$ cat src/rtl/shared_reg_pkg.sv
// shared_reg_pkg: arbitration-mode constants and small helpers shared by the
// shared register arbiter and its combinational grant logic.
package shared_reg_pkg;

    localparam int ARB_RR    = 0;
    localparam int ARB_FIXED = 1;

    // Width of an index into n sources. Never zero, so that a single source
    // still gets a 1-bit index port.
    function automatic int clog2_min1(input int n);
        return (n <= 2) ? 1 : $clog2(n);
    endfunction

    // True when two or more bits are set. Clearing the lowest set bit leaves
    // something behind only if a second bit was set.
    function automatic logic popcount_ge2(input logic [15:0] v);
        return (v & (v - 16'd1)) != 16'd0;
    endfunction

endpackage

$ cat src/rtl/rr_arbiter.sv
// rr_arbiter: purely combinational grant selection.
//   req      - per-source request vector
//   pointer  - round-robin search start (ignored in fixed-priority mode)
//   gnt      - one-hot winner, zero when nothing requests
//   gnt_idx  - binary index of the winner
//   any_gnt  - some source was granted
// Round-robin searches upward from pointer with wrap-around; fixed priority
// always searches from index 0. The pointer register lives in the parent.
module rr_arbiter
    import shared_reg_pkg::*;
#(
    parameter int NUM_SRC  = 2,
    parameter int ARB_MODE = ARB_RR,
    parameter int IDX_W    = clog2_min1(NUM_SRC)
) (
    input  logic [NUM_SRC-1:0] req,
    input  logic [IDX_W-1:0]   pointer,
    output logic [NUM_SRC-1:0] gnt,
    output logic [IDX_W-1:0]   gnt_idx,
    output logic               any_gnt
);

    always_comb begin
        logic found;
        int   idx;
        gnt     = '0;
        gnt_idx = '0;
        found   = 1'b0;
        for (int k = 0; k < NUM_SRC; k++) begin
            if (ARB_MODE == ARB_FIXED) begin
                idx = k;
            end else begin
                // pointer is always < NUM_SRC, so one subtraction wraps it
                idx = int'(pointer) + k;
                if (idx >= NUM_SRC) idx = idx - NUM_SRC;
            end
            if (!found && req[idx]) begin
                found        = 1'b1;
                gnt[idx]     = 1'b1;
                gnt_idx      = IDX_W'(idx);
            end
        end
    end

    assign any_gnt = |req;

endmodule

$ cat src/rtl/shared_reg_arbiter.sv
// shared_reg_arbiter: single-driver replacement for a register that several
// sources used to assign directly. One writer is granted per cycle and its
// data lands in q at the next edge.
//   clk, rst_n    - clock, asynchronous active-low reset
//   wr_req        - per-source level write request
//   wr_data       - packed per-source data, source i at [i*DATA_W +: DATA_W]
//   clr           - synchronous clear of conflict / conflict_cnt
//   q, q_valid    - shared register and "written since reset" flag
//   wr_gnt        - one-hot writer of the last edge, zero if no write
//   last_src      - index of the most recent writer (holds between writes)
//   conflict      - pulse: two or more requests in the previous cycle
//   conflict_cnt  - saturating conflict count
// Optional feature macro SHARED_REG_CONFLICT_CNT_EN: when undefined there is
// no counter and conflict_cnt reads 0; the conflict pulse is always present.
module shared_reg_arbiter
    import shared_reg_pkg::*;
#(
    parameter int                NUM_SRC   = 2,
    parameter int                DATA_W    = 1,
    parameter logic [DATA_W-1:0] RESET_VAL = '0,
    parameter int                ARB_MODE  = ARB_RR,
    parameter int                CNT_W     = 8
) (
    input  logic                           clk,
    input  logic                           rst_n,
    input  logic [NUM_SRC-1:0]             wr_req,
    input  logic [NUM_SRC*DATA_W-1:0]      wr_data,
    input  logic                           clr,
    output logic [DATA_W-1:0]              q,
    output logic                           q_valid,
    output logic [NUM_SRC-1:0]             wr_gnt,
    output logic [clog2_min1(NUM_SRC)-1:0] last_src,
    output logic                           conflict,
    output logic [CNT_W-1:0]               conflict_cnt
);

    localparam int IDX_W = clog2_min1(NUM_SRC);

    logic [IDX_W-1:0]   pointer;
    logic [IDX_W-1:0]   ptr_next;
    logic [NUM_SRC-1:0] gnt;
    logic [IDX_W-1:0]   gnt_idx;
    logic               any_gnt;
    logic               conflict_now;

    rr_arbiter #(
        .NUM_SRC  (NUM_SRC),
        .ARB_MODE (ARB_MODE),
        .IDX_W    (IDX_W)
    ) u_arb (
        .req     (wr_req),
        .pointer (pointer),
        .gnt     (gnt),
        .gnt_idx (gnt_idx),
        .any_gnt (any_gnt)
    );

    // A single source can never collide; the helper returns 0 for it anyway.
    assign conflict_now = popcount_ge2(16'(wr_req));

    assign ptr_next = (gnt_idx == IDX_W'(NUM_SRC - 1)) ? '0 : gnt_idx + IDX_W'(1);

    always_ff @(posedge clk or negedge rst_n) begin
        if (!rst_n) begin
            q        <= RESET_VAL;
            q_valid  <= 1'b0;
            wr_gnt   <= '0;
            last_src <= '0;
            pointer  <= '0;
            conflict <= 1'b0;
        end else begin
            wr_gnt <= gnt;
            if (any_gnt) begin
                q        <= wr_data[gnt_idx*DATA_W +: DATA_W];
                q_valid  <= 1'b1;
                last_src <= gnt_idx;
            end
            // Fixed priority never moves the pointer, so it stays at 0.
            if (ARB_MODE == ARB_RR && any_gnt) pointer <= ptr_next;
            // clr wins over a simultaneous conflict.
            conflict <= clr ? 1'b0 : conflict_now;
        end
    end

`ifdef SHARED_REG_CONFLICT_CNT_EN
    logic [CNT_W-1:0] cnt;

    always_ff @(posedge clk or negedge rst_n) begin
        if (!rst_n) begin
            cnt <= '0;
        end else if (clr) begin
            cnt <= '0;
        end else if (conflict_now && cnt != {CNT_W{1'b1}}) begin
            cnt <= cnt + CNT_W'(1);
        end
    end

    assign conflict_cnt = cnt;
`else
    assign conflict_cnt = '0;
`endif

endmodule
$ cat config.mk
export PLATFORM = sky130hd
export DESIGN_NAME = shared_reg_arbiter
export DESIGN_NICKNAME = d
export VERILOG_FILES = /design/src/rtl/shared_reg_pkg.sv /design/src/rtl/rr_arbiter.sv /design/src/rtl/shared_reg_arbiter.sv
export SDC_FILE = /design/constraint.sdc
export NUM_CORES = 1
export LEC_CHECK = 0
export CAP_MARGIN = 40
export CORE_AREA = 2 2 39 41
export DETAILED_ROUTE_END_ITERATION = 10
export DIE_AREA = 0 0 41 43
export DONT_BUFFER_PORTS = 1
export GPL_ROUTABILITY_DRIVEN = 0
export PLACE_DENSITY_LB_ADDON = 0.15
export RECOVER_POWER = 100
export SYNTH_ARGS = -nofsm -noshare
export SYNTH_HDL_FRONTEND = slang
export SYNTH_SLANG_ARGS = --single-unit
$ cat constraint.sdc
create_clock -name clk -period 1.1 [get_ports clk]
set_input_delay 0.22 -clock clk [delete_from_list [all_inputs] [get_ports clk]]
set_output_delay 0.22 -clock clk [all_outputs]
set_load 0.03 [all_outputs]
* Word-level counts from Yosys, hierarchy flattened
Index checks and enable logic that the tools add are counted.
** Word-level totals
- Logic and storage cells :: 45
- Input bits :: 7
- Register bits :: 7
- Output and inout bits :: 14
** Cells by class
- Order comparisons :: 6
- Add/subtract/negate cells :: 5
- Multiplexer cells :: 19
- Reduce and logical (&&, ||, !) cells :: 6
- Shift operators :: 1
- Bitwise gates (word level) :: 2
** Operators with widths (count)
- $ge A32 B1 Y1 const B :: 2
- $lt A32 B3 Y1 const B :: 2
- $mux W32 :: 2
- $ge A32 B3 Y1 const B :: 1
- $sub A32 B3 Y32 const B :: 1
- $and A2 B16 Y16 :: 1
- $reduce_bool A16 Y1 :: 1
- $mux W1 :: 13
- $mux W2 :: 2
- $logic_and A1 B1 Y1 :: 3
- $sub A1 B2 Y3 const B :: 1
- $sub A2 B1 Y3 const B :: 1
- $add A1 B1 Y2 const B :: 1
- $demux W1 S1 :: 2
- $ge A1 B2 Y1 const B :: 1
- $or A2 B2 Y2 :: 1
- $reduce_or A2 Y1 :: 1
- $shiftx A2 B2 Y1 :: 1
- $add A1 B1 Y1 const B :: 1
- $logic_not A1 Y1 :: 1

* Longest topological paths before layout
Gate-level depths: netlist (run 1).
- Depth after elaboration :: 11
- Depth in mapped cells :: 3
- Mapped depth without buffers :: 3

* Hierarchy
From an unflattened synthesis (run 1), not the netlist that was laid out.
** Unflattened totals
- Cell total of the unflattened synthesis :: 30
- Area, all modules :: 332.8 um2
** By module, submodules not included
- shared_reg_arbiter :: area each 300.3 um2, instances 1, cells an instance 25, seq. area each 175.2 um2
- rr_arbiter :: area each 32.5 um2, instances 1, cells an instance 5, seq. area each 0.0 um2

* Least setup slack after synthesis (run 1)
OpenSTA, ideal clock, no wires.
- Path kind :: flip-flop to flip-flop
- Start :: reg q (netlist name)
- End :: reg q
- Period minus slack after synthesis :: 1119 ps
- Data required time :: 977 ps
- Path buffers :: 0
- Data arrival time :: 997 ps
- Setup time :: 123 ps
- Stages on the path, launching flop included :: 4
- Path slack :: -19 ps
- Cells stage by stage :: dfrtp_1 nor2b_1 a211o_1 o221a_2
** RTL lines
- end signal: assignment :: line shared_reg_arbiter.sv:74 : q <= wr_data[gnt_idx*DATA_W +: DATA_W];
- end: declaration :: line shared_reg_arbiter.sv:29 : output logic [DATA_W-1:0] q,

* Worst setup path in the final report (run 1)
- Start :: reg q
- End :: out q
No word-level cell between the ends.

==> impl_metrics.csv, run 1 <==
group,metric,value,unit
outcome,status,"finished clean",
finish,final_area,356.6,µm²
finish,area.growth.synth_to_final,12.20,%
worst_setup_path,critical_path_required,0.88,ns
power,p_int,0.4441,mW
synthesis,synthTopCellsByArea,"dfrtp_1 55%, buf_4 19%, inv_1 3.5%",
worst_setup_path,crit-reg2reg-launch,"q",
power,pwr-share-clk,35.5,%
grt,antenna_found_initial,0,
timing,finalHoldViolations,0,
synthesis,synth_commonest_cells,"8 x buf_4, 7 x dfrtp_1, 3 x inv_1, 2 x nand2_1, 2 x o21ai_1",
place,placedCellCount,47,
power,combPwrFrac,14.4,%
place,io_buffers,0,
floorplanning,start_util,22.97,%
synthesis,netlist.area_leader.share,55.12,%
drt,via_per_inst,3.615,
timing,setup_tns,0,ns
clock_network,cts_root_buf,"clkbuf_4",
finish,drive_gt1_share,19.44,%
floorplanning,die_x,41,µm
synthesis,ys_ff_latch,7,
finish,multi_input_area,97.59,µm²
timing,clock.fmax,969.5,MHz
worst_setup_path,cp-end-kind,"primary output",
timing,finalSetupViolCount,0,
power,power_density,1772,mW/mm²
drt,route.detailed.drc,0,
synthesis,yosysWarnings,0,
clock_network,clockBufferDepth,2,
timing,min_period,1.031,ns
timing,finClkSkew,0.0006976,ns
synthesis,synth_flop_cell,"dfrtp_1",
clock_network,clock_latency,0.24,ns
worst_setup_path,critPathBufInv,1,
floorplanning,die_y,43,µm
worst_setup_path,cp-startpoint,"q",
drt,initialDrtViolationCount,2,
power,ir_worst_vdd,0.2751,mV
clock_network,htree_levels,1,
power,pwr-share-seq,50.1,%
grt,grt_util_all_layers,7.222,%
timing,rsz0062_at_grt,"false",
power,p_switching,0.1878,mW
power,p_leak,0.1770,nW
synthesis,synth.most_common_cell,"buf_4",
grt,grt_pass1_wl,814,µm
synthesis,yosysSeqAreaShare,55.12,%
clock_network,cts_sinks,7,
synthesis,mappedNetlistArea,317.8,µm²
synthesis,syn_area_per_cell,10.59,µm²
finish,num_antenna_cells,0,
synthesis,yosysUniqueCellTypes,13,
worst_setup_path,rrSetupSlack,0.10,ns
hold_path,min_path_type,"input pin to flip-flop",
floorplanning,die_area,0.001763,mm²
job,maxCapViolations,0,
worst_setup_path,slowest_stage,"dfrtp_2",
clock_network,cts_tree,"yes",
worst_setup_path,crit_arrival,0.81,ns
drt,drt-wirelength-per-cell,9.423,µm
finish,final_nets,44,
worst_setup_path,path_class,"flip-flop to primary output",
place,dp_hpwl,409.4,µm
drt,drtAntennaViolNets,0,
floorplanning,rows,14,
floorplanning,core-area,0.001384,mm²
finish,stdcell_count,52,
place,dpl_cell_area,320.3,µm²
worst_setup_path,path_max_fanout,2,
worst_setup_path,worst_r2r_path_depth,3,
worst_setup_path,crit_chain,"clkbuf_4",
clock_network,cts_buffers,3,
grt,grt_overflow,0,
synthesis,synth.largest_area_cell,"dfrtp_1",
worst_setup_path,cp.depth,1,
timing,final_max_slew_viol_count,0,
synthesis,synth_edf_count,0,
drt,drt_wl_total,490,µm
clock_network,clk_pin_slew,0.05,ns
grt,grt_max_degree,8,
drt,dr.pass1.iters,4,
worst_setup_path,worst_path_largest_cell_delay,0.39,ns
floorplanning,ios,21,
power,p_sw_share,29.72,%
drt,num_vias,188,
finish,fillers,152,
synthesis,synth_cells,30,
synthesis,async_flop_share,100.0,%
worst_setup_path,cp-start-kind,"flip-flop",
worst_setup_path,cp_top_family,"flip-flops",
worst_setup_path,r2r_end,"q",
worst_setup_path,endpoint,"q",
finish,seqCellArea,176.4,µm²
clock_network,post_cts_buffers,0,
grt,grt_pass1_vias,200,
timing,finalCritPeriodShare,93.77,%
-- cells in the final DEF (no fill, tap or decap) --
cell type / netlist / final
nand2b_1: 1 / 1
dlygate4sd3_1: 0 / 1
a211o_1: 1 / 1
dfrtp_1: 7 / 6
inv_1: 3 / 3
clkbuf_1: 0 / 1
a21boi_0: 0 / 1
nor2b_1: 1 / 1
o21ai_0: 0 / 2
or3_1: 1 / 1
o221a_2: 1 / 1
conb_1: 1 / 8
dfrtp_2: 0 / 1
nand2_1: 2 / 2
clkbuf_4: 0 / 5
nor2_1: 1 / 1
-- flip-flops by register name, indices dropped and copies added (netlist names) --
name and cells:
wr_gnt 2, last_src 1, q_valid 1, q 1
pointer 1, conflict 1
-- worst min-delay path by stage --
stage	slack, ns	endpoint	cells past startpoint	start
after floorplan	-0.08	conflict	0	rst_n
after global placement	-0.08	wr_gnt[0]	0	rst_n
after detailed placement	-0.08	wr_gnt[0]	0	rst_n
after CTS	0.03	conflict	1	clr
after global routing	0.02	conflict	1	clr
final	0.04	conflict	1	clr
-- power groups by stage --
stage / combinational (mW) / sequential (mW) / clock [mW]
2_1_floorplan: 0.0867 / 0.329 / 0
3_3_place_gp: 0.0854 / 0.322 / 0
3_5_place_dp: 0.0860 / 0.322 / 0
4_1_cts: 0.0938 / 0.318 / 0.232
5_1_grt: 0.100 / 0.321 / 0.263
6_report: 0.0908 / 0.317 / 0.224
-- what timing repair did --
item | 4_1_cts | 5_1_grt
hold buffers | 1 | 0
hold endpoints to repair | 7 | 0
endpoints found under the setup margin | 0 | 0
gates resized for setup | 0 | 0
-- cell families after synthesis --
group | after synthesis | synth area share (%)
AO/OA/AOI/OAI | 5 | 11.81
flip-flops | 7 | 55.12
other | 1 | 1.180
AND/OR/NAND/NOR | 6 | 9.452
buffers and inverters | 11 | 22.44
-- stage by stage --
step	worst slack, ns	hold slack, ns	total power [mW]	util [%]
after floorplan	0.01743	-0.07559	0.4162	-
after global placement	0.1118	-0.07543	0.4069	23.15
after detailed placement	0.1083	-0.07542	0.4082	23.15
after CTS	0.07218	0.02944	0.6432	25.77
after global routing	0.03141	0.02322	0.6840	25.77
final	0.06855	0.03530	0.6319	25.77
-- routing by layer --
metal	global-route usage, %	wire length [µm]	vias up
met5	0	0	-
met4	10.00	0	0
met3	0	19	0
met2	11.25	318	5
met1	6.731	152	91
li1	-	-	92
-- layout make-up --
cell class / count / area share, %
Clock buffer: 4 / 7.368
Inverter: 3 / 3.158
Multi-Input combinational cell: 19 / 27.37
Sequential cell: 7 / 49.47
Tap cell: 16 / 5.614
Timing Repair Buffer: 3 / 7.018
Note: power is estimated with default switching activity, not from simulation.
==> run 2, diff against run 1 <==
--- a/config.mk
+++ b/config.mk
@@ -5,14 +5,15 @@
 export SDC_FILE = /design/constraint.sdc
 export NUM_CORES = 1
 export LEC_CHECK = 0
-export CAP_MARGIN = 40
 export CORE_AREA = 2 2 39 41
 export DETAILED_ROUTE_END_ITERATION = 10
 export DIE_AREA = 0 0 41 43
 export DONT_BUFFER_PORTS = 1
 export GPL_ROUTABILITY_DRIVEN = 0
+export GPL_TIMING_DRIVEN = 0
 export PLACE_DENSITY_LB_ADDON = 0.15
 export RECOVER_POWER = 100
 export SYNTH_ARGS = -nofsm -noshare
 export SYNTH_HDL_FRONTEND = slang
 export SYNTH_SLANG_ARGS = --single-unit
+export TNS_END_PERCENT = 1
==> run 2 against run 1 <==
Clock-buffer cell count did not move. Via count rose by 11%. Critical path depth rose by 2. Clock skew barely moved. Total power rose by 3.0%. Routed wire length rose by 14%. Register-to-register slack got worse by 0.07 ns. Sequential power rose by 3%. Non-clock buffer count rose by 6. Setup slack got worse by 0.038 ns. Critical path type is now flip-flop to flip-flop. Critical endpoint is now q. Highest routed layer unchanged.
==> impl_metrics.csv, run 2 (synthesis results as in run 1) <==
group,metric,value,unit
outcome,status,"finished clean",
clock_network,clk_pin_slew,0.05,ns
finish,stdcell_count,58,
drt,drt-wirelength-per-cell,9.603,µm
clock_network,clockBufferDepth,2,
grt,grt_overflow,0,
finish,final_cell_mix,"8 x buf_4, 8 x conb_1, 6 x dfrtp_1",
timing,min_period,1.069,ns
finish,fillers,148,
power,power_density,1620,mW/mm²
timing,finalHoldViolations,0,
timing,finClkSkew,0.0002294,ns
timing,finalCritPeriodShare,97.18,%
worst_setup_path,path_max_fanout,2,
finish,num_antenna_cells,0,
drt,route.detailed.drc,0,
grt,grt_util_all_layers,8.342,%
place,placedCellCount,53,
timing,final_max_slew_viol_count,0,
place,dp_slack,-0.004505,ns
clock_network,clock_latency,0.24,ns
clock_network,cts_sinks,7,
drt,dr.pass1.iters,4,
floorplanning,rows,14,
drt,via_per_inst,3.586,
worst_setup_path,critical_path_required,1.23,ns
drt,num_vias,208,
worst_setup_path,cp-end-kind,"flip-flop",
floorplanning,start_util,22.97,%
finish,area.growth.synth_to_final,26.38,%
worst_setup_path,cp-startpoint,"q",
clock_network,htree_levels,1,
finish,drive_gt1_share,30.95,%
finish,seqCellArea,176.4,µm²
drt,drtAntennaViolNets,0,
finish,final_nets,50,
hold_path,min_path_type,"input pin to flip-flop",
finish,top_register,"wr_gnt",
floorplanning,ios,21,
timing,clock.fmax,935.5,MHz
power,p_leak,0.2115,nW
place,io_buffers,0,
floorplanning,die_x,41,µm
worst_setup_path,path_class,"flip-flop to flip-flop",
clock_network,cts_root_buf,"clkbuf_4",
finish,largest_reg_flops,2,
power,ir_worst_vdd,0.2904,mV
grt,grt_pass1_vias,224,
timing,rsz0062_at_grt,"true",
timing,layout_setup_ws,0.03104,ns
floorplanning,die_area,0.001763,mm²
timing,finalSetupViolCount,0,
finish,multi_input_area,97.59,µm²
grt,grt_max_degree,8,
floorplanning,die_y,43,µm
clock_network,cts_buffers,3,
drt,drt_wl_total,557,µm
hold_path,hold_path_startpoint,"clr",
worst_setup_path,crit-reg2reg-launch,"q",
job,maxCapViolations,0,
floorplanning,core-area,0.001384,mm²
worst_setup_path,cp-start-kind,"flip-flop",
power,p_total,0.6506,mW
worst_setup_path,crit_arrival,1.20,ns
drt,initialDrtViolationCount,3,
grt,antenna_found_initial,0,
clock_network,post_cts_buffers,0,
clock_network,cts_tree,"yes",
grt,grt_pass1_wl,959,µm
## run 2: final timing paths
kind / slack [ns] / cells past startpoint / to
setup / recovery: 0.03 / 3 / q
hold / removal: 0.04 / 1 / conflict
setup reg to reg: 0.03 / 3 / q
hold reg to reg: 0.50 / 1 / wr_gnt[0]
max in group asynchronous: 0.55 / 1 / q
min in group asynchronous: 0.30 / 1 / pointer
## run 2: per-layer routing
layer / part of all wire [%] / up-vias / GRT usage [%] / wire length, µm
li1: - / 104 / - / -
met1: 29 / 99 / 7.419 / 164
met2: 67 / 5 / 14.06 / 373
met3: 3.2 / 0 / 0 / 18
met4: 0 / 0 / 10.00 / 0
met5: 0 / - / 0 / 0
## run 2: repair_timing
item | CTS | global route
pin swaps | 1 | 0
setup endpoints to repair | 1 | 1
hold buffers | 1 | 0
hold endpoints to repair | 7 | 0
resized for setup | 0 | 0
## run 2: report_power, final
group | internal [mW] | leakage [nW] | total [mW] | switching (mW)
logic | 0.0389 | 0.116 | 0.0969 | 0.0581
registers | 0.281 | 0.0809 | 0.328 | 0.0470
clock network | 0.138 | 0.0150 | 0.226 | 0.0876
## run 2: through the flow
| step | utilization, % | hold slack (ns) | instance area, µm² | setup TNS, ns |
|---|---|---|---|---|
| global placement | 26.40 | -0.07543 | 365.4 | 0 |
| CTS | 29.02 | 0.02904 | 401.6 | 0 |
| global route | 29.02 | 0.02578 | 401.6 | -0.01484 |
| detailed placement | 26.40 | -0.07541 | 365.4 | -0.004505 |
| floorplan | - | -0.07559 | 345.3 | 0 |
| finish | 29.02 | 0.03556 | 401.6 | 0 |
## run 2: worst max-delay path: stages, from the launching register on
cell	delay (ns)
dfrtp_2	0.47
nor2b_1	0.15
a211o_1	0.22
o221a_2	0.12
## run 2: cell type report
class / instances / area share (%)
Clock buffer: 4 / 6.542
Sequential cell: 7 / 43.93
Multi-Input combinational cell: 19 / 24.30
Timing Repair Buffer: 1 / 2.492
Buffer: 8 / 14.95
Tap cell: 16 / 4.984
Inverter: 3 / 2.804
==> run 3, diff against run 2 <==
--- a/config.mk
+++ b/config.mk
@@ -5,6 +5,7 @@
 export SDC_FILE = /design/constraint.sdc
 export NUM_CORES = 1
 export LEC_CHECK = 0
+export ABC_AREA = 1
 export CORE_AREA = 2 2 39 41
 export DETAILED_ROUTE_END_ITERATION = 10
 export DIE_AREA = 0 0 41 43
==> constraint.sdc (replaced) <==
create_clock -name clk -period 1.3 [get_ports clk]
set_input_delay 0.26 -clock clk [delete_from_list [all_inputs] [get_ports clk]]
set_output_delay 0.26 -clock clk [all_outputs]
set_load 0.03 [all_outputs]
==> run 3 against run 2 <==
Synthesized cell count up 13%. Via count is 5.3% higher. Utilization shrank 0.27 points. Sequential share of layout area is 0.10 points higher. Flip-flop and latch count unchanged. Critical endpoint is now last_src. Highest routed layer is now met4.
==> impl_metrics.csv, run 3 <==
group,metric,value,unit
power,ir_worst_vdd,0.2852,mV
worst_setup_path,worst_r2r_path_depth,2,
floorplanning,die_y,43,µm
hold_path,min_path_type,"input pin to flip-flop",
synthesis,netlist.area_leader.share,55.56,%
finish,num_antenna_cells,0,
power,p_switching,0.1634,mW
timing,layout_setup_ws,0.2876,ns
drt,drtAntennaViolNets,0,
grt,grt_pass1_wl,869,µm
synthesis,ys_ff_latch,7,
clock_network,cts_buffers,3,
synthesis,synth_flop_cell,"dfrtp_1",
power,pwr-share-clk,34.4,%
finish,largest_reg_flops,2,
finish,drive_gt1_share,23.91,%
power,p_total,0.5454,mW
worst_setup_path,cp-start-kind,"flip-flop",
timing,finalHoldViolations,0,
synthesis,synthTopCellsByArea,"dfrtp_1 56%, buf_4 19%, nand3_1 4.8%",
timing,holdWs,0.08633,ns
power,power_density,1371,mW/mm²
timing,clock.fmax,987.8,MHz
clock_network,clk_pin_slew,0.05,ns
synthesis,synth_cells,34,
place,dpl_cell_area,361.6,µm²
grt,grt_util_all_layers,7.831,%
power,pwr-share-seq,51.1,%
finish,seqCellArea,175.2,µm²
floorplanning,start_util,22.78,%
finish,top_register,"wr_gnt",
timing,rsz0062_at_grt,"false",
hold_path,hold_path_startpoint,"clr",
floorplanning,die_area,0.001763,mm²
clock_network,post_cts_buffers,0,
power,combPwrFrac,14.5,%
clock_network,cts_tree,"yes",
power,p_sw_share,29.97,%
floorplanning,ios,21,
timing,final_max_slew_viol_count,0,
timing,finClkSkew,0.003597,ns
worst_setup_path,cp-end-kind,"primary output",
grt,grt_overflow,0,
drt,drt-wirelength-per-cell,8.774,µm
synthesis,yosysUniqueCellTypes,10,
drt,dr.pass1.iters,2,
synthesis,synth.largest_area_cell,"dfrtp_1",
clock_network,clockBufferDepth,2,
worst_setup_path,path_class,"flip-flop to primary output",
timing,finalSetupViolCount,0,
outcome,status,"finished clean",
synthesis,mappedNetlistArea,315.3,µm²
floorplanning,rows,14,
floorplanning,core-area,0.001384,mm²
drt,initialDrtViolationCount,3,
power,p_leak,0.2210,nW
worst_setup_path,crit-reg2reg-launch,"q",
finish,final_cell_mix,"8 x buf_4, 8 x conb_1, 7 x dfrtp_1",
clock_network,htree_levels,1,
worst_setup_path,critical_path_required,1.04,ns
clock_network,cts_root_buf,"clkbuf_4",
drt,num_vias,219,
place,dp_slack,0.5140,ns
finish,multi_input_area,91.34,µm²
timing,setup_tns,0,ns
job,maxCapViolations,0,
clock_network,cts-resized-gates,0,
place,io_buffers,0,
hold_path,hold_end,"conflict",
synthesis,syn_area_per_cell,9.274,µm²
synthesis,synth_commonest_cells,"8 x buf_4, 7 x dfrtp_1, 4 x inv_1, 4 x nand2_1",
worst_setup_path,cp-startpoint,"last_src",
drt,via_per_inst,3.532,
worst_setup_path,path_max_fanout,2,
synthesis,synth_edf_count,0,
drt,drt_wl_total,544,µm
worst_setup_path,crit_arrival,0.75,ns
clock_network,cts_sinks,7,
clock_network,clock_latency,0.24,ns
power,p_int,0.3819,mW
finish,final_area,397.9,µm²
worst_setup_path,r2r_end,"q",
grt,grt_pass1_vias,226,
synthesis,yosysWarnings,0,
timing,min_period,1.012,ns
drt,route.detailed.drc,0,
finish,final_nets,54,
synthesis,synth.most_common_cell,"buf_4",
finish,area.growth.synth_to_final,26.19,%
finish,fillers,159,
floorplanning,die_x,41,µm
worst_setup_path,rrSetupSlack,0.51,ns
timing,finalCritPeriodShare,77.88,%
grt,antenna_found_initial,0,
hold_path,hold-path-cell-count,1,
synthesis,async_flop_share,100.0,%
synthesis,yosysSeqAreaShare,55.56,%
grt,grt_max_degree,8,
-- run 3: changes by cell type after synthesis, sizes merged --
cell    change
o221a       -1
nor2        +2
a211o       -1
nand2       +2
nand3       +3
nor3        +1
a21boi      -1
a21oi       +1
inv         +1
nor2b       -1
nand2b      -1
or3         -1
-- run 3: kinds of logic after synthesis --
| group | Yosys count | share of synthesized area (%) |
|---|---|---|
| AO/OA/AOI/OAI | 3 | 4.761 |
| buffers and inverters | 12 | 23.81 |
| flip-flops | 7 | 55.56 |
| other | 1 | 1.189 |
| AND/OR/NAND/NOR | 11 | 14.68 |
-- run 3: layer usage --
layer	up-vias	global-route usage, %	part of all wire (%)
met5	-	0	0
li1	112	-	-
met4	0	10.00	3.1
met3	2	1.571	4.4
met1	97	5.466	28
met2	8	13.44	64
-- run 3: area by class of cell --
class                      count  area share [%]
sequential                     7           44.03
multi-input combinational     22           22.96
buffer                         8           15.09
clock buffer                   4           6.604
tap                           16           5.031
inverter                       4           3.774
timing repair buffer           1           2.516
-- run 3: timing repair --
action,in CTS,in global routing
setup endpoints to repair,0,0
hold buffers,1,0
endpoints found under the hold margin,7,0
-- run 3: worst max path at each step --
stage | to | slack [ns] | cells past startpoint
2_1_floorplan | q | 0.54 | 2
3_3_place_gp | last_src | 0.52 | 2
3_5_place_dp | q | 0.51 | 2
4_1_cts | q_valid | 0.28 | 0
5_1_grt | last_src | 0.25 | 0
6_report | last_src | 0.29 | 0
-- run 3: metrics by stage --
stage,utilization (%),instances
floorplan,-,41
global placement,26.13,57
detailed placement,26.13,57
CTS,28.75,62
global route,28.75,62
finish,28.75,62
-- run 3: power groups by stage --
stage	combinational [mW]	clock, mW	sequential (mW)
CTS	0.0791	0.193	0.279
floorplan	0.0688	0	0.280
global route	0.0873	0.212	0.283
detailed placement	0.0727	0	0.283
global placement	0.0713	0	0.283
finish	0.0793	0.187	0.279
